### config.mk
export PLATFORM = sky130hd
export DESIGN_NAME = circuito_sequencia_rodadas
export DESIGN_NICKNAME = d
export VERILOG_FILES = /design/src/rtl/circuito_sequencia_rodadas_pkg.sv /design/src/rtl/circuito_sequencia_rodadas_fluxo_dados.sv /design/src/rtl/circuito_sequencia_rodadas.sv
export SDC_FILE = /design/constraint.sdc
export NUM_CORES = 1
export LEC_CHECK = 0
export BUFFER_PORTS_ARGS = -buffer_cell sky130_fd_sc_hd__buf_4
export CORE_MARGIN = 4
export CORE_UTILIZATION = 30
export CTS_CLUSTER_SIZE = 25
export DETAILED_ROUTE_END_ITERATION = 12
export GPL_ROUTABILITY_DRIVEN = 0
export GPL_TIMING_DRIVEN = 0
export SLEW_MARGIN = 25
export SYNTH_ARGS = -nofsm -noshare
export SYNTH_HDL_FRONTEND = slang
export SYNTH_HIERARCHICAL = 1
export SYNTH_SLANG_ARGS = --single-unit
### constraint.sdc
create_clock -name clock -period 2.5 [get_ports clock]
set_input_delay 0.125 -clock clock [delete_from_list [all_inputs] [get_ports clock]]
set_output_delay 0.125 -clock clock [all_outputs]
set_load 0.005 [all_outputs]
### src/rtl/circuito_sequencia_rodadas_pkg.sv
// Shared state codes and width helpers for the round-based sequence game.
package circuito_sequencia_rodadas_pkg;

  localparam logic [3:0] ST_INICIAL     = 4'h0;
  localparam logic [3:0] ST_PREPARA     = 4'h1;
  localparam logic [3:0] ST_ESPERA      = 4'h3;
  localparam logic [3:0] ST_REGISTRA    = 4'h4;
  localparam logic [3:0] ST_COMPARA     = 4'h5;
  localparam logic [3:0] ST_PROXIMO     = 4'h6;
  localparam logic [3:0] ST_PROX_RODADA = 4'h7;
  localparam logic [3:0] ST_FIM_ACERTO  = 4'hA;
  localparam logic [3:0] ST_FIM_TIMEOUT = 4'hD;
  localparam logic [3:0] ST_FIM_ERRO    = 4'hE;

  function automatic int addr_w(input int depth);
    return (depth > 1) ? $clog2(depth) : 1;
  endfunction

  // A zero TIMEOUT still needs a 1-bit timer so the datapath elaborates.
  function automatic int timer_w(input int timeout);
    return (timeout > 0) ? $clog2(timeout + 1) : 1;
  endfunction

endpackage

### src/rtl/circuito_sequencia_rodadas_fluxo_dados.sv
// Datapath: position/round counters, jogada timer, jogada register, edge detector, comparator.
module sequencia_fluxo_dados
  import circuito_sequencia_rodadas_pkg::*;
#(
  parameter  int WIDTH   = 4,
  parameter  int DEPTH   = 16,
  parameter  int TIMEOUT = 5000,
  localparam int ADDR_W  = addr_w(DEPTH),
  localparam int TMR_W   = timer_w(TIMEOUT)
) (
  input  logic              clock,
  input  logic              reset,
  input  logic              zera,
  input  logic              conta_tempo,
  input  logic              zera_tempo,
  input  logic              registra,
  input  logic              inc_contagem,
  input  logic              inc_rodada,
  input  logic [WIDTH-1:0]  chaves,
  input  logic [WIDTH-1:0]  mem_data,
  output logic              jogada,
  output logic              fim_tempo,
  output logic              igual,
  output logic              contagem_menor,
  output logic              ultima_rodada,
  output logic [ADDR_W-1:0] contagem,
  output logic [ADDR_W-1:0] rodada,
  output logic [WIDTH-1:0]  jogada_reg
);

  localparam logic [TMR_W-1:0]  T_LAST = (TIMEOUT > 0) ? TMR_W'(TIMEOUT - 1) : '0;
  localparam logic [ADDR_W-1:0] R_LAST = ADDR_W'(DEPTH - 1);

  logic [WIDTH-1:0] chaves_ant;
  logic [TMR_W-1:0] timer;

  always_ff @(posedge clock or posedge reset) begin
    if (reset) chaves_ant <= '0;
    else       chaves_ant <= chaves;
  end

  // Saturating timer so a long stall can never alias back to an early count.
  always_ff @(posedge clock or posedge reset) begin
    if (reset)                          timer <= '0;
    else if (zera || zera_tempo)        timer <= '0;
    else if (conta_tempo && timer != '1) timer <= timer + 1'b1;
  end

  always_ff @(posedge clock or posedge reset) begin
    if (reset) begin
      contagem <= '0;
      rodada   <= '0;
    end else if (zera) begin
      contagem <= '0;
      rodada   <= '0;
    end else if (inc_rodada) begin
      contagem <= '0;
      rodada   <= rodada + 1'b1;
    end else if (inc_contagem) begin
      contagem <= contagem + 1'b1;
    end
  end

  always_ff @(posedge clock or posedge reset) begin
    if (reset)         jogada_reg <= '0;
    else if (zera)     jogada_reg <= '0;
    else if (registra) jogada_reg <= chaves;
  end

  assign jogada         = (chaves != '0) && (chaves_ant == '0);
  assign fim_tempo      = (TIMEOUT > 0) && (timer == T_LAST);
  assign igual          = (jogada_reg == mem_data);
  assign contagem_menor = (contagem < rodada);
  assign ultima_rodada  = (rodada == R_LAST);

endmodule

### src/rtl/circuito_sequencia_rodadas.sv
// Round-based sequence game: FSM controller around the sequencia_fluxo_dados datapath.
module circuito_sequencia_rodadas
  import circuito_sequencia_rodadas_pkg::*;
#(
  parameter  int WIDTH   = 4,
  parameter  int DEPTH   = 16,
  parameter  int TIMEOUT = 5000,
  localparam int ADDR_W  = addr_w(DEPTH)
) (
  input  logic              clock,
  input  logic              reset,
  input  logic              iniciar,
  input  logic [WIDTH-1:0]  chaves,
  output logic [ADDR_W-1:0] mem_addr,
  input  logic [WIDTH-1:0]  mem_data,
  output logic              pronto,
  output logic              acertou,
  output logic              errou,
  output logic              timeout,
  output logic [3:0]        db_estado,
  output logic [ADDR_W-1:0] db_rodada,
  output logic [ADDR_W-1:0] db_contagem,
  output logic [WIDTH-1:0]  db_jogada,
  output logic              db_igual
);

  logic [3:0] estado, prox;
  logic zera, conta_tempo, zera_tempo, registra, inc_contagem, inc_rodada;
  logic jogada, fim_tempo, igual, contagem_menor, ultima_rodada;
  logic [ADDR_W-1:0] contagem, rodada;
  logic [WIDTH-1:0]  jogada_reg;

  sequencia_fluxo_dados #(.WIDTH(WIDTH), .DEPTH(DEPTH), .TIMEOUT(TIMEOUT)) u_fd (
    .clock         (clock),
    .reset         (reset),
    .zera          (zera),
    .conta_tempo   (conta_tempo),
    .zera_tempo    (zera_tempo),
    .registra      (registra),
    .inc_contagem  (inc_contagem),
    .inc_rodada    (inc_rodada),
    .chaves        (chaves),
    .mem_data      (mem_data),
    .jogada        (jogada),
    .fim_tempo     (fim_tempo),
    .igual         (igual),
    .contagem_menor(contagem_menor),
    .ultima_rodada (ultima_rodada),
    .contagem      (contagem),
    .rodada        (rodada),
    .jogada_reg    (jogada_reg)
  );

  always_ff @(posedge clock or posedge reset) begin
    if (reset) estado <= ST_INICIAL;
    else       estado <= prox;
  end

  always_comb begin
    prox = estado;
    case (estado)
      ST_INICIAL:     if (iniciar) prox = ST_PREPARA;
      ST_PREPARA:     prox = ST_ESPERA;
      // A jogada takes priority over a timeout landing in the same cycle.
      ST_ESPERA:      if (jogada)         prox = ST_REGISTRA;
                      else if (fim_tempo) prox = ST_FIM_TIMEOUT;
      ST_REGISTRA:    prox = ST_COMPARA;
      ST_COMPARA:     if (!igual)              prox = ST_FIM_ERRO;
                      else if (contagem_menor) prox = ST_PROXIMO;
                      else if (!ultima_rodada) prox = ST_PROX_RODADA;
                      else                     prox = ST_FIM_ACERTO;
      ST_PROXIMO,
      ST_PROX_RODADA: prox = ST_ESPERA;
      ST_FIM_ACERTO,
      ST_FIM_TIMEOUT,
      ST_FIM_ERRO:    if (iniciar) prox = ST_PREPARA;
      default:        prox = ST_INICIAL;
    endcase
  end

  always_comb begin
    zera         = (estado == ST_PREPARA);
    conta_tempo  = (estado == ST_ESPERA);
    zera_tempo   = (estado == ST_PROXIMO) || (estado == ST_PROX_RODADA);
    registra     = (estado == ST_REGISTRA);
    inc_contagem = (estado == ST_PROXIMO);
    inc_rodada   = (estado == ST_PROX_RODADA);
    acertou      = (estado == ST_FIM_ACERTO);
    timeout      = (estado == ST_FIM_TIMEOUT);
    errou        = (estado == ST_FIM_ERRO) || (estado == ST_FIM_TIMEOUT);
    pronto       = acertou || errou;
  end

  assign mem_addr    = contagem;
  assign db_estado   = estado;
  assign db_rodada   = rodada;
  assign db_contagem = contagem;
  assign db_jogada   = jogada_reg;
  assign db_igual    = igual;

endmodule

[After elaboration in Yosys (flattened, before gate mapping)]
Index checks and enable logic that the tools add are counted.
Widths: inputs -> output; s select.
Storage, ports and cells
  register bits: 33
  bits of input ports: 11
  word-level logic and storage cells: 57
Cells by class
  add/sub/neg operators: 3
  order comparisons: 1
  equality and inequality tests: 15
  mux-type cells: 16
  reduce and logical (&&, ||, !) cells: 16
Operator list (number)
  $mux 4: 13
  $mux 13: 2
  $pmux 4 s5: 1
  $eq 4x3->1 const B: 4
  $eq 4x4->1 const B: 4
  $add 13x1->13 const B: 1
  $eq 13x13->1 const B: 1
  $ne 13x13->1 const B: 1
  $add 4x1->4 const B: 2
  $logic_not 4->1: 2
  $reduce_bool 2->1: 3
  $eq 4x1->1 const B: 1
  $eq 4x2->1 const B: 1
  $eq 4x4->1: 1
  $logic_or 1x1->1: 4
  $lt 4x4->1: 1
  $reduce_bool 4->1: 1
  $reduce_or 4->1: 1
  $ne 3x3->1 const B: 1
  $reduce_bool 3->1: 1
  $reduce_or 3->1: 1
  $logic_and 1x1->1: 2
  $ne 2x1->1 const B: 1
  $reduce_and 2->1: 1

[Logic depth before layout (Yosys ltp)]
Gate-level depths: netlist (run 1).
  depth in word-level cells: 5
  gate-level depth with buffers: 9

[Modules after synthesis]
Netlist (run 1), hierarchy kept.
By module, submodules not included
  sequencia_fluxo_dados: instances 1, cells each 145, area each 1519.0 sq um
  circuito_sequencia_rodadas: instances 1, cells each 63, area each 464.2 sq um

[Least setup slack after synthesis (run 1)]
No wires, ideal clock.
  kind: flip-flop to flip-flop
  from: register estado[0] (netlist: db_estado[0])
  to: register u_fd.timer[7]
  setup time: 0.077 ns
  arrival time: 2.357 ns
  data required time: 2.423 ns
  path slack: 0.066 ns
  cell stages (with the launch flop): 7
  path buffers: 2
  clock period less this slack: 2.434 ns
  cell sequence: dfrtp_1 > buf_4 > clkbuf_1 > nor4b_1 > o41ai_4 > or4_2 > a21oi_1
RTL lines
  from (decl): line circuito_sequencia_rodadas.sv:27  | logic [3:0] estado, prox;
  from (signal assigned): line circuito_sequencia_rodadas.sv:56  | else estado <= prox;
  $eq 4x2->1: line circuito_sequencia_rodadas.sv:83  | conta_tempo = (estado == ST_ESPERA);
  net conta_tempo: line circuito_sequencia_rodadas.sv:28  | logic zera, conta_tempo, zera_tempo, registra, inc_contagem, inc_rodada;
  $logic_and 1x1->1: line circuito_sequencia_rodadas_fluxo_dados.sv:46  | else if (conta_tempo && timer != '1) timer <= timer + 1'b1;
  $reduce_bool 2->1 (no source line)
  to (signal assigned): line circuito_sequencia_rodadas_fluxo_dados.sv:46
  to (decl): line circuito_sequencia_rodadas_fluxo_dados.sv:35  | logic [TMR_W-1:0] timer;
The timed path passes the listed nets, and every way through them passes these cells.
A chain may end at the register's enable or synchronous reset.

[Worst setup path after layout (run 1)]
  from: input chaves[2]
  to: register estado[3] (netlist: db_estado[3])
On the way
  longest elaborated chain between the ends: 4
RTL lines
  from (decl): line circuito_sequencia_rodadas.sv:13  | input logic [WIDTH-1:0] chaves,
  $reduce_bool 4->1 (*): line circuito_sequencia_rodadas_fluxo_dados.sv:70  | assign jogada = (chaves != '0) && (chaves_ant == '0);
  $logic_and 1x1->1 (*): line circuito_sequencia_rodadas_fluxo_dados.sv:70
  net jogada: line circuito_sequencia_rodadas.sv:29  | logic jogada, fim_tempo, igual, contagem_menor, ultima_rodada;
  $mux 4 or $ne 3x3->1 (tied branches)
  $pmux 4 s5 or $reduce_and 2->1 (tied branches)
The timed path passes the listed nets; every way through them passes the cells marked *.

==> impl_metrics.csv, run 1 <==
group,metric,value,unit
clock_tree,htree_num_levels,2,
route,avgRoutedWirePerCell,13.89,um
cells_and_area,largest_reg_flops,13,
power,combPwrFrac,40.6,%
synth,ys.flop_type,"dfrtp_1",
cells_and_area,finalInstanceArea,0.002550,mm2
clock_tree,cts_root_buf,"clkbuf_8",
sta,hold_viol_final,0,
sta,fin_tns_setup,0,ns
route,vias,1690,
power,pwr-share-clk,28.0,%
sta,slew_headroom,40.98,%
route,first_iter_violations,88,
critical_path,crit_type,"in -> reg",
die,start_util,31.05,%
die,die_area,0.007975,mm2
sta,fin_crit_sh,92.47,%
die,core.rowCount,29,
clock_tree,cts_made_buffers,5,
route,viasPerCell,5.075,
cells_and_area,finish.utilization,39.93,%
placement,pre_cts_ws,-0.4050,ns
power,swShare,36.04,%
critical_path,cp_max_fo,3,
clock_tree,clk_path_buf_depth,2,
cells_and_area,final_cell_mix,"41 x buf_4, 33 x dfrtp_1, 18 x nor2_1",
power,vdd_drop_max,0.4354,mV
sta,period_needed,2.312,ns
synth,synth-edff-count,0,
synth,postSynthAreaPerCell,9.534,um2
outcome,outcome,"finished clean",
clock_tree,postCtsSetupBuffers,0,
placement,buffer_ports.inserted,35,
power,internal-power,1.412,mW
power,power_density,865.9,mW/mm2
cells_and_area,area_growth,28.58,%
sta,clock_skew,0.005349,ns
critical_path,reg2reg_from,"db_estado[0]",
grt,antenna_found_initial,0,
grt,grt_pass1_vias,1625,
cells_and_area,final_common_cell,"buf_4",
route,drc_errors,0,
clock_tree,clk_latency,0.29,ns
placement,placed_cells,320,
cells_and_area,regMostFlops,"u_fd/timer",
cells_and_area,fin_cells,333,
hold_path,hold_path_class,"in -> reg",
synth,syn-cell-area,0.001983,mm2
clock_tree,clock_sinks,33,
cells_and_area,antenna_cells,0,
sta,worst_slack,0.1883,ns
power,seq_power_share,31.4,%
die,design.portCount,36,
critical_path,critPathRequiredTime,2.68,ns
sta,tightest_slew,0.8771,ns
critical_path,worst_setup_path_end_kind,"flop",
critical_path,crit_arrival,2.49,ns
grt,globalRoute.totalOverflow,0,
die,coreArea,0.006386,mm2
hold_path,hold_start,"iniciar",
synth,synth-seq-cells,33,
grt,grt.total_usage,12.56,%
sta,final-setup-viol-count,0,
synth,synth-seq-area-share,41.64,%
critical_path,start_kind,"input pin",
synth,synthDistinctLibCells,52,
critical_path,regToRegEndpoint,"u_fd/timer[7]",
power,p_leak,1.132,nW
critical_path,rrSetupSlack,0.19,ns
clock_tree,clk_pin_slew,0.08,ns
cells_and_area,drive_gt1_share,25.00,%
die,die_w,89.31,um
cells_and_area,multi_input_area,0.001057,mm2
placement,dpl_cell_area,0.002342,mm2
grt,grt_max_degree,30,
synth,synth_cells,208,
run,maxCapViolations,0,
route,wirelength,4624,um
cells_and_area,fill_cells,646,
critical_path,reg2reg_depth,6,
clock_tree,cts_tree,"yes",
grt,grt_pass1_wl,7879,um
synth,async_flop_share,100.0,%
route,first_pass_iters,4,
sta,finalMaxSlewViolations,0,
synth,yosys_warnings,6,
route,final_antenna_net_count,0,
placement,dp_hpwl,3335,um
sta,clock.fmax,432.6,MHz
die,die_y,89.31,um
hold_path,holdPathEnd,"db_estado[1]",
sta,whs,0.2068,ns
cells_and_area,nets,272,
hold_path,hold-path-cell-count,4,
power,power,2.208,mW
cells_and_area,regArea,825.8,um2
synth,syn-num-nets,225,
power,p_sw,0.7958,mW
sta,rsz0062_at_grt,"no",
worst max path at each step:
stage | start | to | slack [ns] | depth (start not counted)
floorplan | db_estado[0] | u_fd/timer[7] | 0.07 | 6
global placement | db_estado[0] | u_fd/timer[10] | -0.35 | 7
detailed placement | db_estado[0] | u_fd/timer[10] | -0.41 | 7
CTS | db_estado[0] | u_fd/timer[10] | 0.10 | 7
global route | db_estado[0] | u_fd/timer[10] | 0.04 | 7
finish | chaves[2] | db_estado[3] | 0.19 | 8
cells by family after synthesis:
family / Yosys count / share of synthesized area (%)
compound gates: 39 / 14.26
xor+xnor: 12 / 5.300
fa+ha+maj: 6 / 3.785
buf+inv: 24 / 6.056
flops: 33 / 41.64
mux: 9 / 4.606
simple gates: 85 / 24.35
cell usage after synthesis (2+ instances only):
cell / n / area [um2]
clkbuf_1: 6 / 22.52
mux2i_1: 8 / 80.08
nand3_1: 6 / 30.03
nor4b_1: 2 / 17.52
a21oi_1: 10 / 50.05
dfrtp_1: 33 / 825.8
xor2_1: 8 / 70.07
or4_1: 3 / 22.52
inv_1: 9 / 33.78
ha_1: 6 / 75.07
nor3_1: 12 / 60.06
nand4_1: 5 / 31.28
nor4_1: 5 / 31.28
a41oi_1: 2 / 17.52
and3_1: 5 / 31.28
nand2_1: 10 / 37.54
o21a_1: 2 / 15.01
nand2b_1: 7 / 43.79
nor2_1: 18 / 67.56
a21o_1: 3 / 22.52
xnor2_1: 4 / 35.03
o31ai_1: 2 / 15.01
buf_4: 6 / 45.04
o21ai_0: 8 / 40.04
cell type report:
class | count | area share [%]
Buffer | 14 | 3.238
Clock inverter | 3 | 2.699
Timing Repair Buffer | 40 | 12.27
Inverter | 10 | 1.472
Multi-Input combinational cell | 151 | 41.46
Clock buffer | 5 | 2.699
Tap cell | 77 | 3.778
Sequential cell | 33 | 32.38
worst max-delay path: stages:
cell and delay [ns]:
dlygate4sd3_1 0.53, buf_4 0.14, nor4_1 0.30, nor2_1 0.12
or4b_4 0.55, o22a_1 0.22, o21ai_2 0.17, mux2_1 0.34
power by group through the flow:
stage                     sequential (mW)  combinational, mW  clock [mW]
after floorplan                     0.689              0.603           0
after global placement              0.701              0.865           0
after detailed placement            0.704              0.871           0
after CTS                           0.694              0.901       0.633
after global routing                0.708               1.00       0.654
final                               0.694              0.897       0.617
timing repair:
action                                  in CTS  in global routing
gates resized for setup                      2                  1
endpoints found under the hold margin       37                  0
hold buffers                                 5                  0
endpoints found under the setup margin       9                  3
per-layer routing:
metal  up-vias  track usage (%)  part of all wire [%]  routed length, um
met5         -                0                     0                  0
met3         5            2.028                   4.7                216
met4         0            3.654                   1.3                 60
met1       802            17.60                    50               2298
li1        843                -                     -                  -
met2        40            19.96                    44               2049
Power figures use the tool's default switching activity.
==> run 2, diff against run 1 <==
--- a/config.mk
+++ b/config.mk
@@ -12,6 +12,7 @@
 export DETAILED_ROUTE_END_ITERATION = 12
 export GPL_ROUTABILITY_DRIVEN = 0
 export GPL_TIMING_DRIVEN = 0
+export MAX_ROUTING_LAYER = met4
 export SLEW_MARGIN = 25
 export SYNTH_ARGS = -nofsm -noshare
 export SYNTH_HDL_FRONTEND = slang
==> constraint.sdc (replaced) <==
create_clock -name clock -period 2.5 [get_ports clock]
set_input_delay 0.125 -clock clock [delete_from_list [all_inputs] [get_ports clock]]
set_output_delay 0.125 -clock clock [all_outputs]
set_load 0.1 [all_outputs]
==> impl_metrics.csv, run 2 (synthesis gave the netlist of run 1 again) <==
group,metric,value,unit
clock_tree,clock_sinks,33,
die,design.portCount,36,
route,wirelength,4755,um
cells_and_area,nets,272,
sta,clock_skew,0.005701,ns
critical_path,cp_max_fo,6,
sta,period_needed,2.326,ns
sta,finalMaxSlewViolations,0,
placement,dp_hpwl,3543,um
critical_path,start_kind,"flop",
route,drc_errors,0,
route,avgRoutedWirePerCell,14.28,um
power,p_leak,1.128,nW
critical_path,crit_buf_inv,0,
route,vias,1719,
clock_tree,postCtsSetupBuffers,0,
clock_tree,cts_made_buffers,5,
die,coreArea,0.006386,mm2
clock_tree,clk_pin_slew,0.07,ns
placement,dpl_cell_area,0.002412,mm2
cells_and_area,fin_cells,333,
clock_tree,cts_root_buf,"clkbuf_8",
cells_and_area,final_cell_mix,"41 x buf_4, 26 x dfrtp_1, 18 x nor2_1",
critical_path,crit_arrival,2.49,ns
cells_and_area,finalInstanceArea,0.002591,mm2
die,core.rowCount,29,
placement,buffer_ports.inserted,35,
die,die_w,89.31,um
power,vdd_drop_max,0.8134,mV
grt,grt_pass1_wl,8224,um
critical_path,critPathRequiredTime,2.67,ns
cells_and_area,finish.utilization,40.58,%
route,final_antenna_net_count,0,
power,power_density,1014,mW/mm2
route,first_iter_violations,113,
outcome,outcome,"finished clean",
cells_and_area,largest_reg_flops,13,
grt,antenna_found_initial,0,
run,maxCapViolations,0,
hold_path,hold_path_class,"in -> reg",
critical_path,crit_chain,"or4b_2 -> nor3_1 -> or4b_4 -> o22a_1 -> o21ai_2 -> mux2_1",
critical_path,crit_type,"reg -> reg",
sta,tightest_slew,0.6158,ns
grt,grt_pass1_vias,1728,
critical_path,worst_setup_path_end_kind,"flop",
grt,globalRoute.totalOverflow,0,
critical_path,startpoint,"u_fd/timer[4]",
clock_tree,clk_latency,0.29,ns
clock_tree,htree_num_levels,2,
sta,clock.fmax,430.0,MHz
cells_and_area,final_common_cell,"buf_4",
route,first_pass_iters,4,
hold_path,hold_start,"iniciar",
sta,slew_headroom,58.89,%
die,die_area,0.007975,mm2
sta,rsz0062_at_grt,"no",
die,die_y,89.31,um
die,start_util,31.05,%
critical_path,slowest_stage,"or4b_2",
critical_path,cpPeakStageDelay,0.68,ns
clock_tree,cts_tree,"yes",
cells_and_area,fill_cells,669,
cells_and_area,area_growth,30.66,%
cells_and_area,regMostFlops,"u_fd/timer",
cells_and_area,antenna_cells,0,
cells_and_area,drive_gt1_share,30.47,%
grt,grt_max_degree,30,
sta,fin_crit_sh,93.03,%
critical_path,crit_family,"simple AND/OR/NAND/NOR gates",
clock_tree,clk_path_buf_depth,2,
placement,placed_cells,320,
critical_path,reg2reg_from,"u_fd/timer[4]",
route,viasPerCell,5.162,
grt,grt.total_usage,13.64,%
power,power,2.626,mW
sta,final-setup-viol-count,0,
sta,whs,0.2448,ns
sta,hold_viol_final,0,
-- run 2: layer usage --
metal / routed length (um) / track usage (%) / vias up
li1: - / - / 843
met1: 2258 / 17.93 / 835
met2: 2224 / 21.10 / 39
met3: 245 / 3.410 / 2
met4: 27 / 3.383 / 0
met5: 0 / - / -
-- run 2: worst paths after layout --
kind | endpoint | slack, ns | depth (start not counted)
worst max-delay path | db_estado[3] | 0.17 | 6
min in group asynchronous | db_estado[0] | 0.30 | 3
worst min-delay path | db_estado[1] | 0.24 | 4
worst min register to register | u_fd/timer[7] | 0.56 | 2
max in group asynchronous | u_fd/jogada_reg[2] | 1.54 | 3
worst max register to register | db_estado[3] | 0.17 | 6
-- run 2: area by class of cell --
cell class	instances	area, um2	area share, %
Clock buffer	6	72.57	2.801
Tap cell	77	96.34	3.718
Clock inverter	2	35.03	1.352
Multi-Input combinational cell	151	1110	42.83
Buffer	14	83.83	3.235
Inverter	10	38.79	1.497
Timing Repair Buffer	40	312.8	12.07
Sequential cell	33	842.1	32.50
-- run 2: tightest hold or removal path: stages --
cell and delay [ns]:
buf_4 0.12, nor2_1 0.09, o21ai_0 0.07, o21ai_0 0.08
-- run 2: metrics by stage --
| step | TNS (ns) | setup slack [ns] |
|---|---|---|
| 2_1_floorplan | -0.5025 | -0.1662 |
| 3_3_place_gp | -0.05805 | -0.05805 |
| 3_5_place_dp | -0.1222 | -0.1222 |
| 4_1_cts | 0 | 0.02917 |
| 5_1_grt | 0 | 0.001497 |
| 6_report | 0 | 0.1742 |
-- run 2: repair_timing --
| item | in CTS | in global routing |
|---|---|---|
| hold endpoints to repair | 37 | 0 |
| hold buffers | 5 | 0 |
| gates resized for setup | 1 | 4 |
| setup endpoints to repair | 1 | 6 |
-- run 2: power by group --
group          leakage [nW]  internal (mW)  switching, mW
combinational         0.640          0.425          0.999
sequential            0.432          0.620         0.0900
clock                0.0552          0.296          0.196
==> run 3, diff against run 2 <==
--- a/config.mk
+++ b/config.mk
@@ -7,12 +7,14 @@
 export LEC_CHECK = 0
 export BUFFER_PORTS_ARGS = -buffer_cell sky130_fd_sc_hd__buf_4
 export CORE_MARGIN = 4
-export CORE_UTILIZATION = 30
+export CORE_UTILIZATION = 50
 export CTS_CLUSTER_SIZE = 25
 export DETAILED_ROUTE_END_ITERATION = 12
 export GPL_ROUTABILITY_DRIVEN = 0
 export GPL_TIMING_DRIVEN = 0
 export MAX_ROUTING_LAYER = met4
+export PLACE_DENSITY = 0.76
+export SKIP_LAST_GASP = 1
 export SLEW_MARGIN = 25
 export SYNTH_ARGS = -nofsm -noshare
 export SYNTH_HDL_FRONTEND = slang
==> impl_metrics.csv, run 3 (synthesis gave the netlist of run 1 again) <==
group,metric,value,unit
cells_and_area,largest_reg_flops,13,
cells_and_area,finish.utilization,67.88,%
die,design.portCount,36,
grt,globalRoute.totalOverflow,0,
cells_and_area,finalInstanceArea,0.002541,mm2
clock_tree,cts_root_buf,"clkbuf_8",
power,vdd_drop_max,0.7095,mV
grt,grt_max_degree,30,
placement,buffer_ports.inserted,35,
die,start_util,52.97,%
clock_tree,cts_tree,"yes",
critical_path,crit_family,"simple AND/OR/NAND/NOR gates",
clock_tree,clk_latency,0.29,ns
cells_and_area,final_common_cell,"buf_4",
grt,grt_pass1_wl,7659,um
critical_path,cpPeakStageDelay,0.63,ns
power,power,2.560,mW
grt,grt.total_usage,19.33,%
critical_path,crit_type,"reg -> reg",
sta,finalMaxSlewViolations,0,
sta,slew_headroom,48.12,%
sta,period_needed,2.348,ns
critical_path,critPathRequiredTime,2.71,ns
run,maxCapViolations,0,
clock_tree,cts_made_buffers,5,
power,p_leak,1.122,nW
grt,antenna_found_initial,0,
sta,rsz0062_at_grt,"no",
cells_and_area,fill_cells,305,
critical_path,worst_setup_path_end_kind,"flop",
route,avgRoutedWirePerCell,14.51,um
sta,clock_skew,0.01063,ns
placement,dp_hpwl,3197,um
grt,grt_pass1_vias,1627,
route,final_antenna_net_count,0,
cells_and_area,antenna_cells,0,
die,die_area,0.005038,mm2
die,core.rowCount,22,
critical_path,crit_chain,"buf_4 -> clkbuf_1 -> nor4b_4 -> o41ai_4 -> or4_2 -> a21oi_1",
critical_path,slowest_stage,"or4_2",
cells_and_area,regMostFlops,"u_fd/timer",
cells_and_area,nets,272,
power,power_density,1008,mW/mm2
die,coreArea,0.003744,mm2
critical_path,crit_buf_inv,2,
cells_and_area,area_growth,28.14,%
placement,placed_cells,291,
sta,tightest_slew,0.7674,ns
clock_tree,clk_path_buf_depth,2,
route,first_pass_iters,4,
critical_path,crit_arrival,2.56,ns
route,viasPerCell,5.622,
die,die_y,70.98,um
route,drc_errors,0,
outcome,outcome,"finished clean",
cells_and_area,fin_cells,304,
cells_and_area,final_cell_mix,"41 x buf_4, 26 x dfrtp_1, 18 x nor2_1",
sta,clock.fmax,425.8,MHz
hold_path,hold_path_class,"in -> reg",
route,wirelength,4411,um
die,die_w,70.98,um
clock_tree,postCtsSetupBuffers,0,
sta,fin_crit_sh,93.94,%
cells_and_area,drive_gt1_share,30.08,%
clock_tree,clock_sinks,33,
clock_tree,clk_pin_slew,0.06,ns
critical_path,start_kind,"flop",
placement,dpl_cell_area,0.002376,mm2
route,first_iter_violations,135,
route,vias,1709,
sta,final-setup-viol-count,0,
critical_path,cp_max_fo,10,
sta,hold_viol_final,0,
clock_tree,htree_num_levels,2,
## run 3: cell types whose count changed in the layout (fill, tap and decap cells not counted), sizes merged
cell / change
bufinv: -1
clkbuf: +1
## run 3: path summary, 6_finish.rpt
kind	to	from	cells past startpoint	slack [ns]
worst max-delay path	u_fd/timer[7]	db_estado[0]	6	0.15
worst min-delay path	db_estado[1]	iniciar	4	0.23
worst max register to register	u_fd/timer[7]	db_estado[0]	6	0.15
worst min register to register	u_fd/timer[7]	u_fd/timer[7]	2	0.56
max in group asynchronous	u_fd/jogada_reg[2]	reset	3	1.59
min in group asynchronous	db_estado[0]	reset	3	0.28
## run 3: worst reg2reg max path, delay by kind of cell (launching register included)
family | cells | cell delay [ns]
and+or+nand+nor | 2 | 1.05
buffers and inverters | 2 | 0.48
DFF | 1 | 0.40
AOI/OAI and AO/OA | 2 | 0.35
## run 3: layer usage
layer / vias up / wire, um / track usage, %
met5: - / 0 / -
met4: 0 / 78 / 7.307
met3: 9 / 219 / 4.688
met2: 39 / 2008 / 28.22
met1: 812 / 2104 / 26.01
li1: 849 / - / -
## run 3: cell type report
type                       instances  area, um2  area share (%)
clock inverter                     1      5.005          0.1969
tap                               48      60.06           2.363
buffer                            14      82.58           3.250
multi-input combinational        151       1104           43.43
inverter                          10      38.79           1.526
sequential                        33      842.1           33.14
timing repair buffer              40      312.8           12.31
clock buffer                       7      96.34           3.791
## run 3: timing repair
action | CTS | global route
setup endpoints to repair | 3 | 3
hold endpoints to repair | 37 | 0
pin swaps | 0 | 0
resized for setup | 1 | 1
hold buffers | 5 | 0
## run 3: through the flow
stage	hold slack, ns	TNS, ns	setup WS [ns]
after floorplan	-0.1090	-0.5025	-0.1662
after global placement	0.02159	-0.01704	-0.01704
after detailed placement	0.03042	-0.09158	-0.09158
after CTS	0.2185	0	0.02975
after global routing	0.2504	0	0.01438
final	0.2271	0	0.1515
## run 3: power breakdown
part	switching, mW	internal (mW)	total (mW)
clock network	0.197	0.249	0.446
logic	0.987	0.419	1.41
registers	0.0879	0.621	0.708
